## src/rtl/rtc_calendar_core.sv

```systemverilog
// rtc_calendar_core
// Real-time clock and calendar with one alarm and a six-digit 7-segment view.
// A prescaler divides clk down to a one-second tick. The tick advances
// seconds, minutes, hours, day, month and year (2000..2099) through a
// same-cycle carry chain. Single-cycle set pulses adjust individual fields.
//
// Ports
//   clk                        system clock, rising edge
//   rst                        synchronous active-high reset
//   set_s                      clear seconds and prescaler
//   set_min/set_h/set_d/       increment one field, wrapping within that field
//   set_mon/set_y
//   set_amin/set_ah            increment alarm minute / alarm hour
//   alarm_en                   alarm enable level
//   mode[1:0]                  0 time, 1 date, 2 alarm, 3 auto-cycle time/date
//   segment[41:0]              left/middle/right digit pairs, a..g, active-low
//   alarm                      alarm indication
//   sec_tick                   one-cycle pulse per second
module rtc_calendar_core #(
  parameter int CLK_HZ  = 50_000_000,
  parameter int CYCLE_S = 5,
  parameter int ALARM_S = 30
) (
  input  logic        clk,
  input  logic        rst,
  input  logic        set_s,
  input  logic        set_min,
  input  logic        set_h,
  input  logic        set_d,
  input  logic        set_mon,
  input  logic        set_y,
  input  logic        set_amin,
  input  logic        set_ah,
  input  logic        alarm_en,
  input  logic [1:0]  mode,
  output logic [41:0] segment,
  output logic        alarm,
  output logic        sec_tick
);

  localparam int PW = $clog2(CLK_HZ);
  localparam logic [PW-1:0] PRESC_LAST = PW'(CLK_HZ - 1);
  localparam logic [5:0]    CYCLE_LAST = 6'(CYCLE_S - 1);
  localparam logic [5:0]    ALARM_LAST = 6'(ALARM_S - 1);
  localparam logic [13:0]   PAIR_BLANK = 14'h3FFF;

  // Active-low a..g pattern for one decimal digit; anything else is blank.
  function automatic logic [6:0] seg7(input logic [3:0] d);
    logic [6:0] p;
    case (d)
      4'd0:    p = 7'h01;
      4'd1:    p = 7'h4F;
      4'd2:    p = 7'h12;
      4'd3:    p = 7'h06;
      4'd4:    p = 7'h4C;
      4'd5:    p = 7'h24;
      4'd6:    p = 7'h20;
      4'd7:    p = 7'h0F;
      4'd8:    p = 7'h00;
      4'd9:    p = 7'h04;
      default: p = 7'h7F;
    endcase
    return p;
  endfunction

  // Two-digit decimal display of a 0..99 value: tens in the upper digit.
  function automatic logic [13:0] seg_pair(input logic [6:0] v);
    logic [3:0] tens;
    logic [3:0] units;
    tens  = 4'(v / 7'd10);
    units = 4'(v % 7'd10);
    return {seg7(tens), seg7(units)};
  endfunction

  // Month length; the year field is 0..99, so divisible-by-4 is the low two bits.
  function automatic logic [4:0] days_in_month(input logic [3:0] mon, input logic [6:0] yr);
    logic [4:0] d;
    case (mon)
      4'd2:                      d = (yr[1:0] == 2'd0) ? 5'd29 : 5'd28;
      4'd4, 4'd6, 4'd9, 4'd11:   d = 5'd30;
      default:                   d = 5'd31;
    endcase
    return d;
  endfunction

  logic [PW-1:0] presc_r, presc_n_s;
  logic [5:0]    sec_r, sec_n_s;
  logic [5:0]    min_r, min_n_s;
  logic [4:0]    hour_r, hour_n_s;
  logic [4:0]    day_r, day_n_s;
  logic [3:0]    mon_r, mon_n_s;
  logic [6:0]    year_r, year_n_s;
  logic [5:0]    amin_r, amin_n_s;
  logic [4:0]    ahour_r, ahour_n_s;
  logic [5:0]    cyc_r;
  logic          show_date_r;
  logic          alarm_r;
  logic [5:0]    alarm_left_r;
  logic          sec_tick_r;
  logic [41:0]   segment_r;

  logic          tick_s;
  logic [4:0]    dim_s;
  logic          carry_s_s, carry_m_s, carry_h_s, carry_d_s, carry_mo_s;
  logic          alarm_hit_s;
  logic [41:0]   time_view_s, date_view_s, alarm_view_s, seg_view_s;

  assign tick_s = (presc_r == PRESC_LAST);
  assign dim_s  = days_in_month(mon_r, year_r);

  // Next-state of the time/calendar/alarm fields; a set pulse on a field
  // swallows any carry arriving into it, so the chain stops there.
  always_comb begin
    presc_n_s  = presc_r;
    sec_n_s    = sec_r;
    min_n_s    = min_r;
    hour_n_s   = hour_r;
    day_n_s    = day_r;
    mon_n_s    = mon_r;
    year_n_s   = year_r;
    amin_n_s   = amin_r;
    ahour_n_s  = ahour_r;
    carry_s_s  = 1'b0;
    carry_m_s  = 1'b0;
    carry_h_s  = 1'b0;
    carry_d_s  = 1'b0;
    carry_mo_s = 1'b0;

    if (set_s || tick_s) begin
      presc_n_s = '0;
    end else begin
      presc_n_s = presc_r + PW'(1);
    end

    if (set_s) begin
      sec_n_s = 6'd0;
    end else if (tick_s) begin
      sec_n_s = (sec_r == 6'd59) ? 6'd0 : sec_r + 6'd1;
    end else begin
      sec_n_s = sec_r;
    end
    carry_s_s = tick_s && !set_s && (sec_r == 6'd59);

    if (set_min || carry_s_s) begin
      min_n_s = (min_r == 6'd59) ? 6'd0 : min_r + 6'd1;
    end else begin
      min_n_s = min_r;
    end
    carry_m_s = carry_s_s && !set_min && (min_r == 6'd59);

    if (set_h || carry_m_s) begin
      hour_n_s = (hour_r == 5'd23) ? 5'd0 : hour_r + 5'd1;
    end else begin
      hour_n_s = hour_r;
    end
    carry_h_s = carry_m_s && !set_h && (hour_r == 5'd23);

    // A day left past the month end by a month/year change is pulled back
    // one cycle later; an increment from an out-of-range day wraps to 1.
    if (set_d || carry_h_s) begin
      day_n_s = (day_r >= dim_s) ? 5'd1 : day_r + 5'd1;
    end else if (day_r > dim_s) begin
      day_n_s = dim_s;
    end else begin
      day_n_s = day_r;
    end
    carry_d_s = carry_h_s && !set_d && (day_r >= dim_s);

    if (set_mon || carry_d_s) begin
      mon_n_s = (mon_r == 4'd12) ? 4'd1 : mon_r + 4'd1;
    end else begin
      mon_n_s = mon_r;
    end
    carry_mo_s = carry_d_s && !set_mon && (mon_r == 4'd12);

    if (set_y || carry_mo_s) begin
      year_n_s = (year_r == 7'd99) ? 7'd0 : year_r + 7'd1;
    end else begin
      year_n_s = year_r;
    end

    if (set_amin) begin
      amin_n_s = (amin_r == 6'd59) ? 6'd0 : amin_r + 6'd1;
    end else begin
      amin_n_s = amin_r;
    end

    if (set_ah) begin
      ahour_n_s = (ahour_r == 5'd23) ? 5'd0 : ahour_r + 5'd1;
    end else begin
      ahour_n_s = ahour_r;
    end
  end

  assign alarm_hit_s = tick_s && alarm_en && (hour_n_s == ahour_n_s) &&
                       (min_n_s == amin_n_s) && (sec_n_s == 6'd0);

  assign time_view_s  = {seg_pair({2'b00, hour_r}), seg_pair({1'b0, min_r}), seg_pair({1'b0, sec_r})};
  assign date_view_s  = {seg_pair({2'b00, day_r}), seg_pair({3'b000, mon_r}), seg_pair(year_r)};
  assign alarm_view_s = {seg_pair({2'b00, ahour_r}), seg_pair({1'b0, amin_r}), PAIR_BLANK};

  // Select the view to be registered onto segment.
  always_comb begin
    seg_view_s = time_view_s;
    case (mode)
      2'd0: seg_view_s = time_view_s;
      2'd1: seg_view_s = date_view_s;
      2'd2: seg_view_s = alarm_view_s;
      2'd3: begin
        if (show_date_r) begin
          seg_view_s = date_view_s;
        end else begin
          seg_view_s = time_view_s;
        end
      end
      default: seg_view_s = time_view_s;
    endcase
  end

  // State registers: counters, alarm hold timer, auto-cycle view and outputs.
  always_ff @(posedge clk) begin
    if (rst) begin
      presc_r      <= '0;
      sec_r        <= 6'd0;
      min_r        <= 6'd0;
      hour_r       <= 5'd0;
      day_r        <= 5'd1;
      mon_r        <= 4'd1;
      year_r       <= 7'd0;
      amin_r       <= 6'd0;
      ahour_r      <= 5'd0;
      cyc_r        <= 6'd0;
      show_date_r  <= 1'b0;
      alarm_r      <= 1'b0;
      alarm_left_r <= 6'd0;
      sec_tick_r   <= 1'b0;
      segment_r    <= {3{seg_pair(7'd0)}};
    end else begin
      presc_r    <= presc_n_s;
      sec_r      <= sec_n_s;
      min_r      <= min_n_s;
      hour_r     <= hour_n_s;
      day_r      <= day_n_s;
      mon_r      <= mon_n_s;
      year_r     <= year_n_s;
      amin_r     <= amin_n_s;
      ahour_r    <= ahour_n_s;
      sec_tick_r <= (presc_n_s == PRESC_LAST);
      segment_r  <= seg_view_s;

      // Alarm holds for ALARM_S ticks counted from the matching tick.
      if (!alarm_en) begin
        alarm_r      <= 1'b0;
        alarm_left_r <= 6'd0;
      end else if (alarm_hit_s) begin
        alarm_r      <= 1'b1;
        alarm_left_r <= ALARM_LAST;
      end else if (tick_s && alarm_r) begin
        if (alarm_left_r == 6'd0) begin
          alarm_r <= 1'b0;
        end else begin
          alarm_left_r <= alarm_left_r - 6'd1;
        end
      end

      // Auto-cycle view sits at time/count 0 whenever mode is not 3.
      if (mode != 2'd3) begin
        cyc_r       <= 6'd0;
        show_date_r <= 1'b0;
      end else if (tick_s) begin
        if (cyc_r == CYCLE_LAST) begin
          cyc_r       <= 6'd0;
          show_date_r <= !show_date_r;
        end else begin
          cyc_r <= cyc_r + 6'd1;
        end
      end
    end
  end

  assign segment  = segment_r;
  assign sec_tick = sec_tick_r;
  // Gated by the enable so that dropping alarm_en silences it immediately.
  assign alarm    = alarm_r && alarm_en;

endmodule

```

## config.mk

```make
export PLATFORM = sky130hd
export DESIGN_NAME = rtc_calendar_core
export DESIGN_NICKNAME = d
export VERILOG_FILES = /design/src/rtl/rtc_calendar_core.sv
export SDC_FILE = /design/constraint.sdc
export NUM_CORES = 1
export LEC_CHECK = 0
export CAP_MARGIN = 20
export CELL_PAD_IN_SITES_DETAIL_PLACEMENT = 2
export CELL_PAD_IN_SITES_GLOBAL_PLACEMENT = 2
export CORE_ASPECT_RATIO = 1.1
export CORE_MARGIN = 3
export CORE_UTILIZATION = 40
export CTS_BUF_LIST = sky130_fd_sc_hd__clkbuf_2 sky130_fd_sc_hd__clkbuf_4 sky130_fd_sc_hd__clkbuf_8
export DETAILED_ROUTE_END_ITERATION = 8
export PLACE_DENSITY = 0.95
export SLEW_MARGIN = 20
export SYNTH_ARGS = -nofsm -noshare
export SYNTH_HDL_FRONTEND = slang
export SYNTH_SLANG_ARGS = --single-unit
```

## constraint.sdc

```tcl
create_clock -name clk -period 6.9 [get_ports clk]
set_clock_uncertainty 0.05 [all_clocks]
set_input_delay 1.035 -clock clk [delete_from_list [all_inputs] [get_ports clk]]
set_output_delay 1.035 -clock clk [all_outputs]
set_load 0.005 [all_outputs]
```

# Word level (Yosys, flattened, before mapping)
# Memory sizes are Yosys's and may differ from the RTL's.
# Cells that the tools add are included.
[totals]
rom_bits = 1792
out_inout_bits = 44
regBits = 127
memories = 16
wordCells = 156
[memory_table]
columns = ["name", "depth", "width", "read_ports", "rd_clocked_by_memory_dff", "write_ports", "line_no", "text"]
rows = [
  ["(name not given)", 16, 7, 1, 0, 0, "50", "case (d)"],
  ["(name not given)", 16, 7, 1, 0, 0, "50", ""],
  ["(name not given)", 16, 7, 1, 0, 0, "50", ""],
  ["(name not given)", 16, 7, 1, 0, 0, "50", ""],
  ["(name not given)", 16, 7, 1, 0, 0, "50", ""],
  ["(name not given)", 16, 7, 1, 0, 0, "50", ""],
  ["+10 memories", "--", "--", "--", "--", "--", "--", ""],
]
[op_classes]
n_lt_le_gt_ge = 2
n_addsub = 11
muxes = 28
eq_ne = 22
div = 16
bitwise = 2
n_reduce_logical = 43
[op_table]
columns = ["cell", "n"]
rows = [
  ["$pmux 42 s4", 1],
  ["$eq 26x26->1 const B", 2],
  ["$mux 5", 10],
  ["$mux 6", 8],
  ["$mux 42", 1],
  ["$add 26x1->26 const B", 1],
  ["$mux 26", 1],
  ["$add 6x1->6 const B", 4],
  ["$div 5x4->7 const B", 3],
  ["$div 6x4->7 const B", 3],
  ["$mod 5x4->7 const B", 3],
  ["$mod 6x4->7 const B", 3],
  ["$eq 6x6->1 const B", 3],
  ["$logic_and 1x1->1", 16],
  ["$add 5x1->5 const B", 3],
  ["$eq 4x4->1 const B", 3],
  ["$logic_not 6->1", 2],
  ["$eq 5x5->1 const B", 2],
  ["$eq 4x3->1 const B", 2],
  ["$reduce_and 2->1", 4],
  ["$add 7x1->7 const B", 1],
  ["$div 4x4->7 const B", 1],
  ["$div 7x4->7 const B", 1],
  ["$eq 7x7->1 const B", 1],
  ["other kinds (25)", 45],
]

# Longest topological paths before layout
[depth]
word_depth = 13
depth_mapped = 19
mapped_depth_nobuf = 17

# Least setup slack after synthesis
# No wires, ideal clock.
[synth_timing]
path_type = "flip-flop to flip-flop"
start = "register year_r[3]"
end = "register segment_r[7], in the netlist segment[7]"
period_less_slack_ps = 4575
setup_ps = 123
setup_slack_ps = 2325
arrival_time_ps = 4401
stages_incl_launch_ff = 20
t_required_ps = 6727
path_buffers = 2
path_cell_list = "dfxtp_1 > clkbuf_1 > mux2i_1 > o22ai_1 > a211oi_1 > xnor2_1 > ha_1 > clkbuf_1 > inv_1 > nor3_1 > o311ai_0 > a221oi_1 > inv_1 > ha_1 > nor2_1 > a21oi_1 > o21bai_1 > mux2i_1 > a2bb2oi_1 > or2_2"
[synth_via]
elab_chain_len = 4
[synth_rtl]
columns = ["item", "line_no", "text"]
rows = [
  ["start: declaration", "92", "logic [6:0] year_r, year_n_s;"],
  ["start signal: assignment", "245", "year_r <= year_n_s;"],
  ["$div 7x4->7 *", "70", "tens = 4'(v / 7'd10);"],
  ["$mem_v2 16x7 *", "--", ""],
  ["$mux 42", "210", "if (show_date_r) begin"],
  ["$pmux 42 s4 *", "205", "case (mode)"],
  ["end signal: assignment", "237", "segment_r <= {3{seg_pair(7'd0)}};"],
  ["end signal: assignment", "249", "segment_r <= seg_view_s;"],
  ["end: declaration", "100", "logic [41:0] segment_r;"],
]
# Mark *: on every way between the ends. The rest lies on a longest branch, timed or not.
# A chain may end at the register's enable or synchronous reset.

# Final worst setup path
# Same ends and word-level chain as after synthesis.

==> results.rst <==
.. list-table::
   :header-rows: 1

   * - Metric
     - Value
   * - Synth Cell Area
     - 10600 um2
   * - Placement row count
     - 61
   * - Total congestion overflow after global routing
     - 0
   * - Overall via count from detail_route
     - 11500
   * - Capture point of the worst reg-to-reg path
     - segment[7]
   * - Maximum number of pins on one net before global-route repair
     - 51
   * - Final-report hold violation count
     - 0
   * - Worst min-delay path category
     - reg2reg
   * - Number of buffers created by CTS
     - 17
   * - Remaining max-slew budget at the tightest pin
     - 24.2%
   * - Mean Syn Cell Area
     - 7.66 um2
   * - Setup Fix Bufs, Post-CTS
     - 0
   * - Static Leak
     - 4.66 nW
   * - TritonCTS clock tree
     - yes
   * - Height of the die
     - 176 um
   * - Die Footprint
     - 28400 um2
   * - Yosys warns
     - 0
   * - Switching Share
     - 36.2%
   * - Power per unit of standard cell area
     - 156 nW/um2
   * - Number of buffer cells added on primary ports
     - 55
   * - Xor/xnor cell area share of the yosys netlist
     - 6.06%
   * - Clock sink count
     - 125
   * - Number of detailed-route iterations in the first pass
     - 6
   * - Slew at the pin closest to its max-slew limit
     - 1.13 ns
   * - Total internal power
     - 1.17 mW
   * - Total I/O pin count
     - 57
   * - Number of gates resized after CTS
     - 0
   * - Fraction of final layout cells sized beyond drive strength 1
     - 5.84%
   * - CP max FO
     - 22
   * - Post-synthesis simple-gate area fraction
     - 23.9%
   * - Highest clock rate
     - 162 MHz
   * - Setup-failing EPs final
     - 0
   * - Most numerous cell types in the synthesized netlist
     - nor2_1, dfxtp_1, ha_1
   * - Clock period minus final worst setup slack
     - 6.18 ns
   * - Antenna violations before repair
     - 0
   * - Yosys cell types
     - 85
   * - Most numerous cell in the Yosys netlist
     - nor2_1
   * - Cell count along the critical path
     - 17
   * - Number of cells on the worst reg-to-reg path
     - 17
   * - Yosys reg bits
     - 125
   * - Origin of the critical flop-to-flop path
     - year_r[3]
   * - Detailed Place HPWL
     - 30500 um
   * - Sequential share of power
     - 42.2%
   * - Maximum VDD drop
     - 0.000118 V
   * - Compound-cell area share of the yosys netlist
     - 23.3%
   * - Number of global-route vias before repair
     - 12900
   * - Routed wire length
     - 49700 um
   * - Gate count of the mapped netlist
     - 1377
   * - Deepest level of the CTS H-tree
     - 4
   * - Area growth from synthesis to layout
     - 11.0%
   * - Clock latency reported for the late side of the worst-skew pair
     - 0.49 ns
   * - Highest cell delay on the worst timing path
     - 0.91 ns
   * - Worst hold stages
     - 1
   * - Number of standard cells in the final layout excluding fillers
     - 1751
   * - Max capacitance violation total
     - 0
   * - Setup slack on the worst flop-to-flop path
     - 0.72 ns
   * - Data required time of the critical path
     - 7.23 ns
   * - Cell class contributing the biggest share of worst-path delay
     - compound AO/OA/AOI/OAI gates
   * - Tightest hold margin
     - 0.492 ns
   * - Hold Crit Endpoint
     - presc_r[0]
   * - Top flip-flop cell by instance count after synthesis
     - dfxtp_1
   * - Standard cell with the maximum stage delay on the critical path
     - a211oi_1
   * - Area fraction of the dominant cell type after synthesis
     - 23.7%
   * - Unrepaired setup endpoints after global routing
     - no
   * - Number of remaining DRC errors
     - 0
   * - Fin crit share
     - 89.6%
   * - Hold buffer count at cts
     - 0
   * - Setup CP Type
     - reg2reg
   * - Max-slew violation count
     - 0
   * - Layout net count
     - 1521
   * - Routability congestion estimate from global placement
     - 0.866
   * - Startpoint of the worst hold path
     - presc_r[0]
   * - Sequential fraction of the synthesis area
     - 23.7%
   * - Post-synthesis mux area share
     - 3.97%
   * - Net Count, Synth
     - 1506
   * - Via/cell ratio
     - 6.57
   * - Share of power burned in the clock network
     - 39.4%
   * - Total track usage
     - 34.5%
   * - Initial DRC Count
     - 940
   * - Element type at the critical path end
     - register
   * - Global-route wire length before repair
     - 77500 um
   * - Signal arrival time at the worst endpoint
     - 6.51 ns
   * - Worst-case clock buffer depth
     - 2
   * - Clock input transition at the sequential cells of the worst setup and hold paths
     - 0.10 ns
   * - Inst Count DP
     - 1718
   * - Area of the core
     - 25600 um2
   * - Cell chosen for the clock root
     - clkbuf_8
   * - Share of synthesized cell area in full adder, half adder and majority cells
     - 13.8%
   * - Dominant combinational cell family by area after synthesis
     - simple AND/OR/NAND/NOR gates
   * - Die width
     - 161 um
   * - Psw
     - 0.664 mW
   * - Outcome
     - finished clean
   * - Initial core utilization
     - 41.1%
   * - Share of flip-flops with an asynchronous set or reset
     - 0%
   * - Dominant cell type by area after synthesis
     - dfxtp_1
   * - List of cells traversed by the critical path
     - mux2i_1 -> o22ai_1 -> a211oi_1 -> xnor2_1 -> ha_1 -> inv_1 -> nor3_1 -> o311ai_0 -> a221oi_1 -> inv_1 -> ha_1 -> nor2_1 -> a21oi_1 -> o21bai_1 -> mux2i_1 -> a2bb2oi_1 -> or2_2
   * - Antenna viol nets, final
     - 0
   * - # diodes
     - 0
   * - Combinational power share
     - 18.3%
   * - Cell types occupying the most area after synthesis
     - dfxtp_1, ha_1, a21oi_1, nor2_1, nand2_1
   * - Buffers and inverters on the worst path
     - 2
   * - Setup TNS Final
     - 0 ns
   * - Routed wire length per instance
     - 28.4 um
   * - Number of enable-type register cells in the synthesized netlist
     - 0
   * - Startpoint class of the critical path
     - register
-- flip-flops by register name, indices dropped and copies added (netlist names), 6 cells and up --
signal        count
segment          40
presc_r          26
year_r            7
alarm_left_r      6
amin_r            6
cyc_r             6
min_r             6
sec_r             6
-- area by class of cell --
type,instances,area (um2)
tap,346,433
sequential,125,2500
timing repair buffer,62,596
clock buffer,17,234
inverter,77,289
clock inverter,15,165
multi-input combinational,1109,7500
fill,2896,13900
-- routing by layer --
layer  routed length (um)  GRT usage, %
met1                19100          38.5
met5                    0             0
met4                 3040          19.6
met3                 2520          5.35
met2                25000          62.4
-- power groups by stage --
| stage | clock [mW] | sequential, mW | combinational (mW) |
|---|---|---|---|
| final | 0.723 | 0.775 | 0.336 |
| after global routing | 0.757 | 0.777 | 0.357 |
| after CTS | 0.726 | 0.774 | 0.327 |
| after detailed placement | 0 | 0.789 | 0.303 |
| after global placement | 0 | 0.787 | 0.271 |
| after floorplan | 0 | 0.776 | 0.189 |
-- metrics by stage --
| step | utilization, % | power, mW | instance area, um2 | worst slack, ns |
|---|---|---|---|---|
| floorplan | - | 0.965 | 10600 | 2.33 |
| global placement | 44.1 | 1.06 | 11300 | 1.72 |
| detailed placement | 44.1 | 1.09 | 11300 | 1.23 |
| finish | 45.7 | 1.83 | 11700 | 0.721 |
| global route | 45.7 | 1.89 | 11700 | 0.511 |
| CTS | 45.6 | 1.83 | 11700 | 0.782 |
-- cell families (layout without fill, tap and decap cells) --
family	Yosys count	count (layout)
adder cells (fa/ha/maj)	116	116
AND/OR/NAND/NOR	500	500
other	1	1
buffers and inverters	143	171
XOR/XNOR	73	73
AO/OA/AOI/OAI	380	380
flip-flops	125	125
multiplexers	39	39
-- how the worst max path moves through the flow --
stage	startpoint	to	slack, ns
finish	year_r[3]	segment[7]	0.72
global placement	year_r[3]	segment[7]	1.72
CTS	year_r[3]	segment[7]	0.78
global route	year_r[3]	segment[7]	0.51
detailed placement	year_r[3]	segment[7]	1.23
floorplan	year_r[3]	segment[7]	2.33
-- cells in the final DEF, fill, tap and decap left out, types with 12 or more instances in the layout --
cell             synthesis  routed
inv_1                   76      76
nand4_1                 17      17
nand2_1                115     115
o211ai_1                13      13
dfxtp_1                125     125
o21ai_0                 76      75
clkdlybuf4s50_1          0      54
and3_1                  14      14
ha_1                   116     116
nand2b_1                23      23
a211oi_1                19      18
o31ai_1                 13      13
nor2_1                 139     139
nor2b_1                 26      26
xnor2_1                 46      46
clkbuf_8                 0      17
or2_2                   12      12
nand3_1                 48      48
xor2_1                  27      27
mux2i_1                 28      28
a21oi_1                113     113
a31oi_1                 26      26
nor3_1                  26      26
and2_1                  16      16
Note: power is estimated with default switching activity, not from simulation.
